[config.mk]
export PLATFORM = sky130hd
export DESIGN_NAME = dac_tx_interleaver
export DESIGN_NICKNAME = d
export VERILOG_FILES = /design/src/rtl/dac_tx_interleaver.sv
export SDC_FILE = /design/constraint.sdc
export NUM_CORES = 1
export LEC_CHECK = 0
export ABC_AREA = 1
export CAP_MARGIN = 25
export CORE_ASPECT_RATIO = 0.9
export CORE_MARGIN = 4
export CORE_UTILIZATION = 52
export CTS_CLUSTER_DIAMETER = 40
export DETAILED_ROUTE_END_ITERATION = 8
export PLACE_DENSITY = 0.73
export SLEW_MARGIN = 20
export SYNTH_ARGS = -nofsm -noshare
export SYNTH_HDL_FRONTEND = slang
export SYNTH_SLANG_ARGS = --single-unit
[constraint.sdc]
create_clock -name adc_clk_i -period 2.8 [get_ports adc_clk_i]
set_clock_uncertainty 0.1 [all_clocks]
set_input_delay 0.28 -clock adc_clk_i [delete_from_list [all_inputs] [get_ports adc_clk_i]]
set_output_delay 0.28 -clock adc_clk_i [all_outputs]
set_load 0.005 [all_outputs]
[src/rtl/dac_tx_interleaver.sv]
// Converts the filtered Q1.15 estimate stream to 14-bit offset-binary DAC codes and
// interleaves it (channel A) with chb_dat_i (channel B) on a shared DAC bus.
module dac_tx_interleaver #(
    parameter int DEPTH   = 4,
    parameter int RATE    = 2,
    parameter int RST_CYC = 4
) (
    input  logic                     adc_clk_i,
    input  logic                     adc_rst_i,
    input  logic                     enable_i,
    input  logic [15:0]              x_dat_i,
    input  logic                     x_valid_i,
    output logic                     x_ready_o,
    input  logic [15:0]              chb_dat_i,
    output logic [13:0]              dac_dat_o,
    output logic                     dac_sel_o,
    output logic                     dac_wrt_o,
    output logic                     dac_rst_o,
    output logic                     underflow_o,
    output logic [15:0]              underflow_cnt_o,
    output logic [$clog2(DEPTH):0]   fifo_level_o
);

    localparam int AW = $clog2(DEPTH);
    localparam int LW = AW + 1;
    localparam int CW = (RATE > 2) ? $clog2(RATE) : 1;
    localparam int RW = $clog2(RST_CYC + 1);
    localparam logic [13:0] MIDSCALE = 14'h2000;

    typedef enum logic [1:0] {
        S_RST_HOLD = 2'd0,
        S_IDLE     = 2'd1,
        S_RUN      = 2'd2
    } state_t;

    // Round (+2), drop two LSBs arithmetically, saturate to 14-bit signed, flip MSB.
    function automatic logic [13:0] conv(input logic [15:0] s);
        logic signed [16:0] r;
        logic signed [14:0] t;
        logic [13:0]        code;
        r = $signed({s[15], s}) + 17'sd2;
        t = r[16:2];
        if (t > 15'sd8191) begin
            code = 14'h3FFF;
        end else if (t < -15'sd8192) begin
            code = 14'h0000;
        end else begin
            code = {~t[13], t[12:0]};
        end
        return code;
    endfunction

    state_t          state_q, state_d;
    logic [RW-1:0]   rst_cnt_q, rst_cnt_d;
    logic [CW-1:0]   cnt_q, cnt_d, cnt_nxt;
    logic [13:0]     dat_q, dat_d;
    logic            sel_q, sel_d;
    logic            wrt_q, wrt_d;
    logic            dac_rst_q, dac_rst_d;
    logic            uf_q, uf_d;
    logic [15:0]     ucnt_q, ucnt_d;
    logic [15:0]     held_q, held_d;
    logic [15:0]     chb_q, chb_d;

    logic [15:0]     mem_q [DEPTH];
    logic [LW-1:0]   wr_ptr_q, rd_ptr_q;
    logic [LW-1:0]   level;
    logic            full, empty, push, pop, frame_start;
    logic [15:0]     head;

    assign level = wr_ptr_q - rd_ptr_q;
    assign full  = (level == LW'(DEPTH));
    assign empty = (level == '0);
    assign push  = x_valid_i & ~full;
    assign pop   = frame_start & ~empty;
    assign head  = mem_q[rd_ptr_q[AW-1:0]];

    assign cnt_nxt = (cnt_q == CW'(RATE - 1)) ? '0 : cnt_q + CW'(1);

    always_comb begin
        state_d     = state_q;
        rst_cnt_d   = rst_cnt_q;
        cnt_d       = cnt_q;
        dat_d       = dat_q;
        sel_d       = sel_q;
        wrt_d       = 1'b0;
        dac_rst_d   = dac_rst_q;
        uf_d        = uf_q;
        ucnt_d      = ucnt_q;
        held_d      = held_q;
        chb_d       = chb_q;
        frame_start = 1'b0;

        case (state_q)
            S_RST_HOLD: begin
                dac_rst_d = 1'b1;
                dat_d     = MIDSCALE;
                sel_d     = 1'b0;
                cnt_d     = '0;
                if (rst_cnt_q == RW'(RST_CYC - 1)) begin
                    state_d   = S_IDLE;
                    dac_rst_d = 1'b0;
                end else begin
                    rst_cnt_d = rst_cnt_q + RW'(1);
                end
            end
            S_IDLE: begin
                dac_rst_d = 1'b0;
                dat_d     = MIDSCALE;
                sel_d     = 1'b0;
                cnt_d     = '0;
                if (enable_i) begin
                    frame_start = 1'b1;
                    state_d     = S_RUN;
                    cnt_d       = CW'(1);
                end
            end
            S_RUN: begin
                if (cnt_q == '0) begin
                    if (enable_i) begin
                        frame_start = 1'b1;
                        cnt_d       = cnt_nxt;
                    end else begin
                        state_d = S_IDLE;
                        cnt_d   = '0;
                        dat_d   = MIDSCALE;
                        sel_d   = 1'b0;
                    end
                end else if (cnt_q == CW'(1)) begin
                    dat_d = conv(chb_q);
                    sel_d = 1'b1;
                    wrt_d = 1'b1;
                    cnt_d = cnt_nxt;
                end else begin
                    cnt_d = cnt_nxt;
                end
            end
            default: begin
                state_d = S_RST_HOLD;
            end
        endcase

        // Channel A write; an empty FIFO repeats the last A sample and logs an underflow.
        if (frame_start) begin
            chb_d = chb_dat_i;
            sel_d = 1'b0;
            wrt_d = 1'b1;
            if (!empty) begin
                dat_d  = conv(head);
                held_d = head;
            end else begin
                dat_d = conv(held_q);
                uf_d  = 1'b1;
                if (ucnt_q != 16'hFFFF) begin
                    ucnt_d = ucnt_q + 16'd1;
                end
            end
        end
    end

    always_ff @(posedge adc_clk_i) begin
        if (adc_rst_i) begin
            state_q   <= S_RST_HOLD;
            rst_cnt_q <= '0;
            cnt_q     <= '0;
            dat_q     <= MIDSCALE;
            sel_q     <= 1'b0;
            wrt_q     <= 1'b0;
            dac_rst_q <= 1'b1;
            uf_q      <= 1'b0;
            ucnt_q    <= '0;
            held_q    <= '0;
            chb_q     <= '0;
            wr_ptr_q  <= '0;
            rd_ptr_q  <= '0;
        end else begin
            state_q   <= state_d;
            rst_cnt_q <= rst_cnt_d;
            cnt_q     <= cnt_d;
            dat_q     <= dat_d;
            sel_q     <= sel_d;
            wrt_q     <= wrt_d;
            dac_rst_q <= dac_rst_d;
            uf_q      <= uf_d;
            ucnt_q    <= ucnt_d;
            held_q    <= held_d;
            chb_q     <= chb_d;
            if (push) begin
                wr_ptr_q <= wr_ptr_q + LW'(1);
            end
            if (pop) begin
                rd_ptr_q <= rd_ptr_q + LW'(1);
            end
        end
    end

    always_ff @(posedge adc_clk_i) begin
        if (!adc_rst_i && push) begin
            mem_q[wr_ptr_q[AW-1:0]] <= x_dat_i;
        end
    end

    assign x_ready_o       = ~full;
    assign dac_dat_o       = dat_q;
    assign dac_sel_o       = sel_q;
    assign dac_wrt_o       = wrt_q;
    assign dac_rst_o       = dac_rst_q;
    assign underflow_o     = uf_q;
    assign underflow_cnt_o = ucnt_q;
    assign fifo_level_o    = level;

endmodule

==> flow_summary_export.csv <==
group,metric,value,unit
run_status,status,"completed",
global_route,grt_pass1_wl,27900,um
worst_setup_path,end_kind,"output port",
worst_setup_path,path_max_fanout,3,
worst_setup_path,cpLargestDelayFamily,"buffers and inverters",
route,drt-total-wl,16700,um
logic_synthesis,synth_cell_types,39,
clocking,root_buffer,"clkbuf_16",
clocking,clkSinkCount,138,
clocking,cts_max_level,4,
clocking,cts.path.max_buffers,2,
route,avgViaCountPerCell,5.27,
worst_setup_path,start_kind,"register",
sta,rsz0062_at_grt,"false",
logic_synthesis,yosys-top-cells-count,"nand2_1 (262), nor2_1 (86), dfxtp_1 (78)",
die,start_util,0.532,
layout,multiInputGateArea,3330,um2
worst_setup_path,cp_data_arrival_time,2310,ps
layout,nets,1052,
worst_setup_path,cp.depth,7,
clocking,clk_pin_slew,60,ps
place,dp_hpwl,11900,um
sta,hold_viol,0,
sta,maxSlewHeadroom,0.679,
worst_setup_path,path_cells,"inv_1 > ha_1 > fa_2 > xor2_2 > xor2_2 > inv_1 > clkdlybuf4s50_1",
worst_setup_path,crit_path_top_delay_cell,"clkdlybuf4s50_1",
logic_synthesis,synth.most_common_cell,"nand2_1",
layout,drive_gt1_frac,0.0949,
worst_setup_path,slowest_delay,500,ps
sta,period_needed,2690,ps
worst_setup_path,rr_worst_depth,12,
die,die_area,15700,um2
route,highest_layer,"met4",
logic_synthesis,syn_nets,972,
die,die_w,132,um
clocking,cts_tree,"yes",
logic_synthesis,ys.flop_type,"dfxtp_1",
power_and_ir_drop,max-vdd-ir-drop,0.471,mV
logic_synthesis,synth_top_area_frac,0.252,
route,ant_nets,0,
global_route,grt_max_degree,55,
die,die_h,119,um
logic_synthesis,synth-edff-count,60,
layout,seq_area,3360,um2
route,drtIter0Drc,410,
sta,worst_pin_slew,479,ps
power_and_ir_drop,leakage,3.46,nW
sta,setup_tns,0,ps
logic_synthesis,async_flop_share,0,
route,wl_met2,7700,um
clocking,clock_latency,420,ps
power_and_ir_drop,power.density,712,nW/um2
sta,maxSlewViolCount,0,
sta,holdWs,380,ps
logic_synthesis,syn_inst,919,
worst_hold_path,holdPathStages,2,
die,num_rows,40,
layout,n_fill_cell,1142,
logic_synthesis,ys_seq_elements,138,
layout,areaGrowthSynthToFinish,22.5,%
route,vias,6222,
die,core_area,13400,um2
route,drc,0,
logic_synthesis,yosysTopAreaCell,"edfxtp_1",
logic_synthesis,syn_avg_cell_area,7.77,um2
place,gp_congestion,0.899,
route,drtPass1Iterations,5,
sta,min_period_over_period,0.961,
worst_setup_path,worst-setup-path-type,"reg2out",
route,wl_met3,849,um
die,ios,74,
clocking,cts_made_buffers,17,
global_route,grt_pass1_vias,5819,
worst_setup_path,required,2420,ps
global_route,overflow,0,
logic_synthesis,syn-cell-area,7140,um2
sta,timing.fmax,0.372,GHz
route,wl_met1,7890,um
logic_synthesis,yosys-top-cells-area,"edfxtp_1 (25%), dfxtp_1 (22%), nand2_1 (14%), a21oi_1 (5.3%), o21ai_0 (4.8%)",
logic_synthesis,ys.warnings.count,0,
route,wire_per_inst,14.1,um
global_route,antenna_found_initial,0,
sta,setup_viol,0,
worst_setup_path,path_buf_inv,3,
worst_hold_path,min_path_type,"reg2reg",
logic_synthesis,ys_seq_area_frac,0.471,
layout,insertedDiodeCount,0,
job,cap_violations,0,
global_route,grt_use_total,0.217,
place,port_buffers,71,
==> cell type report <==
cell class	count	area share
multi-input combinational	672	0.380
sequential	138	0.385
clock inverter	14	0.0230
clock buffer	18	0.0491
timing repair buffer	93	0.106
tap	168	0.0240
inverter	77	0.0330
==> metal layers <==
layer | global-route usage | vias up
li1 | - | 3193
met5 | 0 | -
met1 | 0.298 | 2870
met4 | 0.0591 | 0
met2 | 0.347 | 139
met3 | 0.0532 | 20
==> through the flow <==
| stage | util | total power, W | worst slack, ps | cell area, um2 | instances |
|---|---|---|---|---|---|
| 6_report | 0.652 | 0.00623 | 111 | 8750 | 1180 |
| 4_1_cts | 0.650 | 0.00624 | 50.3 | 8710 | 1180 |
| 5_1_grt | 0.652 | 0.00657 | 24.3 | 8750 | 1180 |
| 3_3_place_gp | 0.603 | 0.00381 | 217 | 8080 | 1148 |
| 3_5_place_dp | 0.603 | 0.00384 | 82.4 | 8080 | 1148 |
| 2_1_floorplan | - | 0.00340 | -121 | 7140 | 919 |
==> where the power goes <==
part | internal, W | switching (W)
clock network | 0.00157 | 0.000837
registers | 0.00229 | 0.000140
logic | 0.000533 | 0.000860
total | 0.00439 | 0.00184
==> cell usage in the layout, fill, tap and decap left out, drive strengths merged, types with 2 or more instances in the layout <==
cell type,n
clkdlybuf4s50,70
xnor2,7
edfxtp,60
xor2,18
nand4,10
nand2,279
ha,16
or2,3
a31oi,3
nor4,4
o211ai,2
o21ai,71
clkinvlp,2
nor2,96
clkinv,7
bufinv,5
clkbuf,18
inv,77
a21oi,76
nor3,15
nand3,67
buf,22
dfxtp,78
==> path summary, 6_finish.rpt <==
| check | start | end | slack (ps) |
|---|---|---|---|
| max | wr_ptr_q[0] | fifo_level_o[2] | 110 |
| min reg2reg | rst_cnt_q[0] | rst_cnt_q[0] | 380 |
| max reg2reg | wr_ptr_q[0] | mem_q[2][14] | 230 |
| min | rst_cnt_q[0] | rst_cnt_q[0] | 380 |
==> tightest hold or removal path: cells and delay by family, from the launching register on <==
family | cells | cell delay, ps
compound gates | 1 | 50
buf+inv | 1 | 70
flops | 1 | 310
==> sequential cells by signal, indices dropped and copies added (netlist names), named ones only <==
name	count
chb_q	15
dac_sel_o	1
dac_dat_o	14
wr_ptr_q	3
cnt_q	1
rst_cnt_q	3
dac_rst_o	1
dac_wrt_o	1
underflow_cnt_o	16
state_q	2
held_q	15
rd_ptr_q	3
mem_q	60
underflow_o	1
==> cells by family after synthesis <==
| logic type | synth area share |
|---|---|
| buffers and inverters | 0.0680 |
| AOI/OAI and AO/OA | 0.113 |
| and+or+nand+nor | 0.287 |
| DFF | 0.471 |
| xor gates and xnor gates | 0.0307 |
| adders and majority gates | 0.0308 |
==> timing repair <==
item                       in CTS  in global routing
gates resized for setup         2                  6
pin swaps                       2                  2
setup endpoints to repair       1                 80
hold buffers                    0                  0
setup buffers                   0                  0
No activity file was read; power rests on OpenSTA's default activity.
